File: src/rtl/vga_text_pkg.sv
// ============================================================================
// Module  : vga_text_pkg
// Brief   : Shared timing defaults, glyph geometry and widths for vga_text_gen
// Revision: 1.0 - initial release
// ============================================================================
`default_nettype none

package vga_text_pkg;

  localparam int H_VIS_DEF  = 640;
  localparam int H_FP_DEF   = 16;
  localparam int H_SYNC_DEF = 96;
  localparam int H_BP_DEF   = 48;
  localparam int V_VIS_DEF  = 480;
  localparam int V_FP_DEF   = 10;
  localparam int V_SYNC_DEF = 2;
  localparam int V_BP_DEF   = 33;

  localparam int H_TOT_DEF = H_VIS_DEF + H_FP_DEF + H_SYNC_DEF + H_BP_DEF;
  localparam int V_TOT_DEF = V_VIS_DEF + V_FP_DEF + V_SYNC_DEF + V_BP_DEF;

  localparam int CHAR_W = 8;
  localparam int CHAR_H = 16;

  localparam int H_CNT_W = 10;
  localparam int V_CNT_W = 10;
  localparam int TEXT_AW = 12;

  typedef logic [11:0] rgb444_t;

endpackage : vga_text_pkg

`default_nettype wire

File: src/rtl/vga_sync_cnt.sv
// ============================================================================
// Module  : vga_sync_cnt
// Brief   : Horizontal/vertical raster counters with visible and sync decode
// Revision: 1.0 - initial release
// ============================================================================
`default_nettype none

module vga_sync_cnt
  import vga_text_pkg::*;
#(
  parameter int H_VIS  = H_VIS_DEF,
  parameter int H_FP   = H_FP_DEF,
  parameter int H_SYNC = H_SYNC_DEF,
  parameter int H_BP   = H_BP_DEF,
  parameter int V_VIS  = V_VIS_DEF,
  parameter int V_FP   = V_FP_DEF,
  parameter int V_SYNC = V_SYNC_DEF,
  parameter int V_BP   = V_BP_DEF
) (
  input  logic               clk,
  input  logic               resetn,
  input  logic               pix_en,
  output logic [H_CNT_W-1:0] h_cnt,
  output logic [V_CNT_W-1:0] v_cnt,
  output logic               visible,
  output logic               hs,
  output logic               vs
);

  localparam int H_TOT = H_VIS + H_FP + H_SYNC + H_BP;
  localparam int V_TOT = V_VIS + V_FP + V_SYNC + V_BP;

  localparam logic [H_CNT_W-1:0] C_H_LAST     = H_CNT_W'(H_TOT - 1);
  localparam logic [V_CNT_W-1:0] C_V_LAST     = V_CNT_W'(V_TOT - 1);
  localparam logic [H_CNT_W-1:0] C_H_VIS      = H_CNT_W'(H_VIS);
  localparam logic [V_CNT_W-1:0] C_V_VIS      = V_CNT_W'(V_VIS);
  localparam logic [H_CNT_W-1:0] C_HS_START   = H_CNT_W'(H_VIS + H_FP);
  localparam logic [H_CNT_W-1:0] C_HS_END     = H_CNT_W'(H_VIS + H_FP + H_SYNC);
  localparam logic [V_CNT_W-1:0] C_VS_START   = V_CNT_W'(V_VIS + V_FP);
  localparam logic [V_CNT_W-1:0] C_VS_END     = V_CNT_W'(V_VIS + V_FP + V_SYNC);

  always_ff @(posedge clk or negedge resetn) begin
    if (!resetn) begin
      h_cnt <= '0;
      v_cnt <= '0;
    end else if (pix_en) begin
      if (h_cnt == C_H_LAST) begin
        h_cnt <= '0;
        v_cnt <= (v_cnt == C_V_LAST) ? '0 : v_cnt + V_CNT_W'(1);
      end else begin
        h_cnt <= h_cnt + H_CNT_W'(1);
      end
    end
  end

  assign visible = (h_cnt < C_H_VIS) && (v_cnt < C_V_VIS);
  // Sync pulses are active-low: hs/vs drop only inside the sync window.
  assign hs = !((h_cnt >= C_HS_START) && (h_cnt < C_HS_END));
  assign vs = !((v_cnt >= C_VS_START) && (v_cnt < C_VS_END));

endmodule : vga_sync_cnt

`default_nettype wire

File: src/rtl/vga_text_gen.sv
// ============================================================================
// Module  : vga_text_gen
// Brief   : 80x30 text-mode VGA pixel pipeline: address gen, glyph fetch, colour
// Revision: 1.0 - initial release
// ============================================================================
`default_nettype none

module vga_text_gen
  import vga_text_pkg::*;
#(
  parameter int H_VIS  = H_VIS_DEF,
  parameter int H_FP   = H_FP_DEF,
  parameter int H_SYNC = H_SYNC_DEF,
  parameter int H_BP   = H_BP_DEF,
  parameter int V_VIS  = V_VIS_DEF,
  parameter int V_FP   = V_FP_DEF,
  parameter int V_SYNC = V_SYNC_DEF,
  parameter int V_BP   = V_BP_DEF,
  parameter int COLS   = H_VIS / CHAR_W,
  parameter int ROWS   = V_VIS / CHAR_H
) (
  input  logic        clk,
  input  logic        resetn,
  input  logic        pix_en,
  input  logic [11:0] fg_color,
  input  logic [11:0] bg_color,
  output logic [11:0] text_addr,
  input  logic [7:0]  text_rdata,
  output logic [7:0]  ascii,
  output logic [2:0]  pix_x,
  output logic [3:0]  pix_y,
  input  logic        bg_fg,
  output logic [11:0] rgb,
  output logic        hsync,
  output logic        vsync,
  output logic        de
);

  logic [H_CNT_W-1:0] h_cnt;
  logic [V_CNT_W-1:0] v_cnt;
  logic               visible;
  logic               hs0;
  logic               vs0;

  vga_sync_cnt #(
    .H_VIS  (H_VIS),
    .H_FP   (H_FP),
    .H_SYNC (H_SYNC),
    .H_BP   (H_BP),
    .V_VIS  (V_VIS),
    .V_FP   (V_FP),
    .V_SYNC (V_SYNC),
    .V_BP   (V_BP)
  ) u_sync_cnt (
    .clk     (clk),
    .resetn  (resetn),
    .pix_en  (pix_en),
    .h_cnt   (h_cnt),
    .v_cnt   (v_cnt),
    .visible (visible),
    .hs      (hs0),
    .vs      (vs0)
  );

  localparam logic [TEXT_AW-1:0] C_ROWS = TEXT_AW'(ROWS);

  logic [TEXT_AW-1:0] char_row;
  logic [TEXT_AW-1:0] char_col;
  logic [TEXT_AW-1:0] row_base;

  assign char_row = TEXT_AW'(v_cnt[V_CNT_W-1:4]);
  assign char_col = TEXT_AW'(h_cnt[H_CNT_W-1:3]);

  if (COLS == 80) begin : g_mul80
    assign row_base = (char_row << 6) + (char_row << 4);
  end else begin : g_mul_any
    assign row_base = char_row * TEXT_AW'(COLS);
  end

  // The row guard keeps the address inside the grid even if V_VIS is not a
  // multiple of the glyph height.
  assign text_addr = (visible && (char_row < C_ROWS)) ? row_base + char_col : '0;

  logic vis1;
  logic hs1;
  logic vs1;

  always_ff @(posedge clk or negedge resetn) begin
    if (!resetn) begin
      ascii <= '0;
      pix_x <= '0;
      pix_y <= '0;
      vis1  <= 1'b0;
      hs1   <= 1'b1;
      vs1   <= 1'b1;
    end else if (pix_en) begin
      ascii <= text_rdata;
      pix_x <= h_cnt[2:0];
      pix_y <= v_cnt[3:0];
      vis1  <= visible;
      hs1   <= hs0;
      vs1   <= vs0;
    end
  end

  always_ff @(posedge clk or negedge resetn) begin
    if (!resetn) begin
      rgb   <= '0;
      de    <= 1'b0;
      hsync <= 1'b1;
      vsync <= 1'b1;
    end else if (pix_en) begin
      rgb   <= vis1 ? (bg_fg ? fg_color : bg_color) : '0;
      de    <= vis1;
      hsync <= hs1;
      vsync <= vs1;
    end
  end

endmodule : vga_text_gen

`default_nettype wire

File: config.mk
export PLATFORM = sky130hd
export DESIGN_NAME = vga_text_gen
export DESIGN_NICKNAME = d
export VERILOG_FILES = /design/src/rtl/vga_text_pkg.sv /design/src/rtl/vga_sync_cnt.sv /design/src/rtl/vga_text_gen.sv
export SDC_FILE = /design/constraint.sdc
export NUM_CORES = 1
export LEC_CHECK = 0
export CAP_MARGIN = 20
export CORE_ASPECT_RATIO = 0.75
export CORE_MARGIN = 4
export CORE_UTILIZATION = 43
export DETAILED_ROUTE_END_ITERATION = 16
export PLACE_DENSITY = 0.84
export SLEW_MARGIN = 20
export SYNTH_ARGS = -nofsm -noshare
export SYNTH_HDL_FRONTEND = slang
export SYNTH_HIERARCHICAL = 1
export SYNTH_SLANG_ARGS = --single-unit
File: constraint.sdc
create_clock -name clk -period 2.45 [get_ports clk]
set_clock_uncertainty 0.2 [all_clocks]
set_input_delay 0.245 -clock clk [delete_from_list [all_inputs] [get_ports clk]]
set_output_delay 0.245 -clock clk [all_outputs]
set_load 0.02 [all_outputs]
==> impl_metrics.env, run 1 <==
export IMPL_outcome="finished with violations"
export IMPL_violations="setup timing"
export IMPL_numCtsBuffers=5
export IMPL_ant_nets=0
export IMPL_grt_max_degree=28
export IMPL_stdcell_area_um2=4130
export IMPL_diodes=0
export IMPL_crit_top_cell="inv_2"
export IMPL_path_cells="inv_2 > fa_2 > inv_2 > ha_4 > a211oi_2 > o21a_1 > or4_4 > nand2_4 > buf_6"
export IMPL_power_mw=2.11
export IMPL_die_area_um2=7890
export IMPL_p_sw_uw=631
export IMPL_multi_input_area_um2=1450
export IMPL_setup_viol_count_final=12
export IMPL_ys_seq_area_frac=0.475
export IMPL_syn_area_um2=2810
export IMPL_synth_flop_cell="dfrtp_1"
export IMPL_ir_drop_uv=344
export IMPL_synth_edff_count=0
export IMPL_cts_root_buffer="clkbuf_8"
export IMPL_combPwrFrac=0.262
export IMPL_dpl_hpwl_mm=5.10
export IMPL_critical_path_class="flip-flop to output pin"
export IMPL_ys_async_sr_fraction=1.00
export IMPL_cts_htree_levels=2
export IMPL_io_buffers=77
export IMPL_route_vias_total=2390
export IMPL_crit_slowest_cell="fa_2"
export IMPL_cts_tree="yes"
export IMPL_instances_no_fill=455
export IMPL_die_height_um=78.0
export IMPL_ioPinCount=78
export IMPL_critPathLaunch="u_sync_cnt/h_cnt[9]$_DFFE_PN0P_"
export IMPL_grt_pass1_vias=2347
export IMPL_cp_max_fo=2
export IMPL_drt_wl_total_mm=6.89
export IMPL_pwr_share_seq=0.508
export IMPL_fin_ws_ps=-554
export IMPL_syn_inst=258
export IMPL_initial_core_util=0.444
export IMPL_dr_pass1_iters=4
export IMPL_clk_path_buf_depth=2
export IMPL_core_area_um2=6320
export IMPL_clock_sinks=53
export IMPL_clk_insertion_delay_late_ps=300
export IMPL_placed_cell_area_um2=3910
export IMPL_gp_congestion=0.815
export IMPL_fp_row_count=25
export IMPL_max_cap_violations=0
export IMPL_worst_hold_path_type="input port to async pin"
export IMPL_power_internal_mw=1.47
export IMPL_finalHoldViolations=0
export IMPL_drtIter0Drc=124
export IMPL_grt_antenna_before_repair=0
export IMPL_grt_setup_unrepaired="yes"
export IMPL_viasPerCell=5.25
export IMPL_period_needed_ps=3000
export IMPL_switching_share=0.300
export IMPL_clkPwrFrac=0.230
export IMPL_grt_pass1_wl_mm=10.9
export IMPL_critPathMaxStageDelay_ps=580
export IMPL_slew_violations=0
export IMPL_ys_types=40
export IMPL_rr_worst_depth=5
export IMPL_power_density_nw_per_um2=510
export IMPL_synth_seq_cells=53
export IMPL_slew_headroom=0.530
export IMPL_cp_required_ps=2010
export IMPL_layout_commonest_cell="clkdlybuf4s50_1"
export IMPL_fin_crit_sh=1.23
export IMPL_die_w_um=101
export IMPL_syn_nets=311
export IMPL_wl_per_cell_um=15.1
export IMPL_crit_path_end_kind="output pin"
export IMPL_drc=0
export IMPL_leakage_nw=1.90
export IMPL_synthTopCellsByArea="dfrtp_1 (44%), mux2_2 (8.0%), ha_1 (6.7%)"
export IMPL_ys_warnings_count=6
export IMPL_timing_rr_start="u_sync_cnt/h_cnt[7]$_DFFE_PN0P_"
export IMPL_syn_area_per_cell_um2=10.9
export IMPL_seq_area_um2=1330
export IMPL_cts_clk_slew_worst_paths_ps=90
export IMPL_crit_path_start_kind="flip-flop"
export IMPL_post_route_util=0.654
export IMPL_yosysTopAreaCellShare=0.437
export IMPL_synth_area_leader_cell="dfrtp_1"
export IMPL_grt_overflow=0
export IMPL_drive_gt1_frac=0.291
export IMPL_dp_cells=441
export IMPL_crit_arrival_ps=2560
export IMPL_grtUsageTotal=0.172
export IMPL_syn_to_final_growth_pct=47.3
export IMPL_nFillCells=486
export IMPL_final_cell_mix="clkdlybuf4s50_1 (64), dfrtp_1 (49), buf_4 (35), inv_1 (20), mux2_2 (20)"
export IMPL_fmax_mhz=333
export IMPL_worstMarginPinSlew_ps=702
export IMPL_nets=426
## metal layers
layer | vias up | track usage | wire length [um] | share of wire
li1 | 1143 | - | - | -
met2 | 61 | 0.281 | 3530 | 0.51
met5 | - | 0 | 0 | 0
met4 | 0 | 0.0332 | 57 | 0.0083
met1 | 1180 | 0.234 | 2980 | 0.43
met3 | 6 | 0.0404 | 325 | 0.047
## logic make-up after synthesis
| logic type | Yosys count | share of synthesized area |
|---|---|---|
| adders and majority gates | 17 | 0.0812 |
| DFF | 53 | 0.475 |
| AOI/OAI and AO/OA | 32 | 0.0740 |
| xor gates and xnor gates | 14 | 0.0437 |
| muxes | 34 | 0.130 |
| and+or+nand+nor | 77 | 0.153 |
| buffers and inverters | 31 | 0.0437 |
## per-stage QoR
stage	setup WS, ps	TNS (ps)	hold WS [ps]
after global routing	-634	-3630	320
final	-554	-2600	280
after detailed placement	-669	-4940	53.5
after floorplan	-197	-197	-251
after CTS	-539	-2260	263
after global placement	-666	-4600	51.0
## sequential cells by signal, summed over array words and instances (netlist names)
register,cells
ascii,8
de,1
hs1,1
hsync,1
pix_x,3
pix_y,4
rgb,12
u_sync_cnt/h_cnt,10
u_sync_cnt/v_cnt,10
vis1,1
vs1,1
vsync,1
## cells in the mapped netlist, types with 2 or more instances
library cell	count
and2_1	8
inv_1	24
buf_2	5
a21oi_1	2
nor4_1	3
nor2_1	14
clkbuf_1	2
o21a_1	4
or4_1	3
o22ai_1	12
nand2_1	10
o21ai_0	5
and4_1	3
xor2_1	4
and3_1	3
nor2b_1	2
dfstp_2	4
a21o_1	2
xnor2_1	10
fa_1	2
nand4_1	4
ha_1	15
mux2_2	20
nand3_1	12
mux2i_1	14
nor3_1	8
o31ai_1	2
dfrtp_1	49
## power groups by stage
stage               registers, mW  clock network (mW)  logic, mW
floorplan                    1.13                   0      0.195
global placement             1.08                   0      0.509
detailed placement           1.09                   0      0.525
CTS                          1.07               0.497      0.558
global route                 1.09               0.538      0.596
finish                       1.07               0.484      0.552
## worst max-delay path: cells and delay by family, from the launching register on
kind / cells / cell delay [ps]
fa+ha+maj: 2 / 850
simple gates: 2 / 570
flops: 1 / 370
compound gates: 2 / 250
buf+inv: 3 / 220
## final timing paths
check,end,slack (ps)
worst min-delay path,rgb[0]$_DFFE_PN0P_,280
min in group clk,ascii[0]$_DFFE_PN0P_,310
worst max register to register,u_sync_cnt/v_cnt[4]$_DFFE_PN0P_,300
worst min register to register,ascii[0]$_DFFE_PN0P_,310
max in group asynchronous,vs1$_DFFE_PN1P_,1100
worst max-delay path,text_addr[10],-550
## final cells by class
| cell class | instances | share of cell area |
|---|---|---|
| clock buffers | 6 | 0.0176 |
| inverters | 24 | 0.0218 |
| multi-input cells | 174 | 0.351 |
| well taps | 81 | 0.0245 |
| clock inverters | 2 | 0.00363 |
| flip-flops and latches | 53 | 0.322 |
| repair buffers | 115 | 0.259 |
## what timing repair did
| item | 4_1_cts | 5_1_grt |
|---|---|---|
| endpoints found under the hold margin | 21 | 0 |
| pin swaps | 6 | 6 |
| resized for setup | 80 | 12 |
| hold buffers | 1 | 0 |
| buffers inserted | 3 | 2 |
| setup endpoints to repair | 12 | 12 |
(Power assumes the default switching activity.)
==> inputs of run 2 (changes only) <==
--- a/config.mk
+++ b/config.mk
@@ -10,8 +10,8 @@
 export CORE_MARGIN = 4
 export CORE_UTILIZATION = 43
 export DETAILED_ROUTE_END_ITERATION = 16
-export PLACE_DENSITY = 0.84
-export SLEW_MARGIN = 20
+export PLACE_DENSITY = 0.76
+export SLEW_MARGIN = 15
 export SYNTH_ARGS = -nofsm -noshare
 export SYNTH_HDL_FRONTEND = slang
 export SYNTH_HIERARCHICAL = 1
==> run 2 against run 1 <==
  * The flow still finishes with violations (setup timing)
  * Global-route usage increased by 1.3 points
  * Setup slack improved by 48 ps
  * Combinational power decreased by 0.9%
  * Largest cell class unchanged
==> impl_metrics.env, run 2 (synthesis gave the netlist of run 1 again) <==
export IMPL_ioPinCount=78
export IMPL_worst_hold_path_type="flip-flop to flip-flop"
export IMPL_power_internal_mw=1.68
export IMPL_fin_crit_sh=1.21
export IMPL_p_sw_uw=636
export IMPL_setup_viol_count_final=12
export IMPL_max_cap_violations=0
export IMPL_power_density_nw_per_um2=550
export IMPL_grt_pass1_vias=2417
export IMPL_combPwrFrac=0.237
export IMPL_instances_no_fill=458
export IMPL_worstMarginPinSlew_ps=657
export IMPL_leakage_nw=1.93
export IMPL_dpl_hpwl_mm=5.04
export IMPL_fp_row_count=25
export IMPL_clkPwrFrac=0.302
export IMPL_core_area_um2=6320
export IMPL_period_needed_ps=2960
export IMPL_numCtsBuffers=5
export IMPL_diodes=0
export IMPL_layout_commonest_cell="clkdlybuf4s50_1"
export IMPL_grt_overflow=0
export IMPL_gp_congestion=0.820
export IMPL_cts_htree_levels=2
export IMPL_fin_ws_ps=-506
export IMPL_viasPerCell=5.20
export IMPL_tns_ps=-2840
export IMPL_clk_insertion_delay_late_ps=300
export IMPL_die_height_um=78.0
export IMPL_holdPathStages=1
export IMPL_reg_top3="rgb: 12 flops, u_sync_cnt/h_cnt: 10 flops, u_sync_cnt/v_cnt: 10 flops"
export IMPL_violations="setup timing"
export IMPL_grt_antenna_before_repair=0
export IMPL_final_cell_mix="clkdlybuf4s50_1 (64), dfrtp_1 (48), buf_4 (38), mux2_2 (20), inv_1 (19)"
export IMPL_ir_drop_uv=322
export IMPL_fmax_mhz=338
export IMPL_drc=0
export IMPL_cts_root_buffer="clkbuf_8"
export IMPL_largest_reg_flops=12
export IMPL_finalHoldViolations=0
export IMPL_path_cells="inv_2 > fa_2 > inv_2 > ha_4 > buf_4 > buf_6 > a21o_1 > a21oi_2 > xor2_1 > nor2_2 > buf_6"
export IMPL_cp_required_ps=2010
export IMPL_drt_wl_total_mm=6.94
export IMPL_route_vias_total=2382
export IMPL_dp_cells=441
export IMPL_nets=429
export IMPL_holdWs_ps=312
export IMPL_initial_core_util=0.444
export IMPL_drtIter0Drc=74
export IMPL_drive_gt1_frac=0.308
export IMPL_crit_path_start_kind="flip-flop"
export IMPL_grt_setup_unrepaired="yes"
export IMPL_die_w_um=101
export IMPL_slew_headroom=0.562
export IMPL_grt_pass1_wl_mm=11.7
export IMPL_syn_to_final_growth_pct=50.1
export IMPL_cp_max_fo=2
export IMPL_cts_clk_slew_worst_paths_ps=100
export IMPL_critPathMaxStageDelay_ps=580
export IMPL_crit_arrival_ps=2510
export IMPL_outcome="finished with violations"
export IMPL_dr_pass1_iters=4
export IMPL_wl_per_cell_um=15.1
export IMPL_rr_worst_depth=6
export IMPL_ant_nets=0
export IMPL_slew_violations=0
export IMPL_grt_max_degree=54
export IMPL_regMostFlops="rgb"
export IMPL_switching_share=0.275
export IMPL_pwr_share_seq=0.462
export IMPL_crit_path_end_kind="output pin"
export IMPL_crit_slowest_cell="fa_2"
export IMPL_die_area_um2=7890
export IMPL_grtUsageTotal=0.185
export IMPL_clk_path_buf_depth=2
export IMPL_power_mw=2.31
export IMPL_critical_path_class="flip-flop to output pin"
export IMPL_cts_tree="yes"
export IMPL_io_buffers=77
export IMPL_clock_sinks=53
==> run 2: changes by cell type in the layout (fill, tap and decap cells not counted), sizes merged <==
cell	delta
clkinv	+1
clkbuf	-1
clkinvlp	-2
bufinv	+2
buf	+3
==> run 2: path summary, 6_finish.rpt <==
path | start | to | slack (ps)
worst max-delay path | u_sync_cnt/h_cnt[9]$_DFFE_PN0P_ | text_addr[8] | -510
worst min-delay path | ascii[0]$_DFFE_PN0P_ | ascii[0]$_DFFE_PN0P_ | 310
worst max register to register | u_sync_cnt/h_cnt[7]$_DFFE_PN0P_ | u_sync_cnt/v_cnt[1]$_DFFE_PN0P_ | 180
worst min register to register | ascii[0]$_DFFE_PN0P_ | ascii[0]$_DFFE_PN0P_ | 310
max in group asynchronous | resetn | u_sync_cnt/v_cnt[5]$_DFFE_PN0P_ | 1180
min in group asynchronous | resetn | rgb[5]$_DFFE_PN0P_ | 390
==> run 2: repair_timing <==
item | 4_1_cts | 5_1_grt
endpoints found under the setup margin | 12 | 12
hold buffers | 1 | 0
resized for setup | 86 | 10
pin swaps | 5 | 11
endpoints found under the hold margin | 49 | 0
buffers inserted | 5 | 4
==> run 2: layout make-up <==
type                    count  area (um^2)
fillers                   481         2110
inverters                  24         90.1
clock inverters             3         65.1
clock buffers               5         68.8
flip-flops and latches     53         1330
repair buffers            118         1090
multi-input cells         174         1460
well taps                  81          101
==> run 2: worst max-delay path: cells and delay by family, from the launching register on <==
kind / cells / cell delay (ps)
compound gates: 2 / 330
fa+ha+maj: 2 / 810
buf+inv: 5 / 460
xor+xnor: 1 / 180
flops: 1 / 380
simple gates: 1 / 60
==> run 2: power groups by stage <==
stage | combinational (mW) | clock, mW | sequential [mW]
after detailed placement | 0.522 | 0 | 1.08
after global routing | 0.588 | 0.749 | 1.08
final | 0.547 | 0.698 | 1.07
after CTS | 0.555 | 0.709 | 1.07
after global placement | 0.512 | 0 | 1.08
after floorplan | 0.195 | 0 | 1.13
==> run 2: metal layers <==
metal,up-vias,part of all wire,GRT usage
li1,1144,-,-
met1,1175,0.44,0.258
met2,58,0.51,0.300
met3,5,0.041,0.0279
met4,0,0.0074,0.0465
met5,-,0,0
==> run 2: per-stage QoR <==
| step | utilization | area [um^2] | setup slack (ps) |
|---|---|---|---|
| detailed placement | 0.619 | 3910 | -681 |
| floorplan | - | 2840 | -197 |
| finish | 0.667 | 4210 | -506 |
| CTS | 0.658 | 4160 | -549 |
| global placement | 0.619 | 3910 | -664 |
| global route | 0.667 | 4210 | -589 |
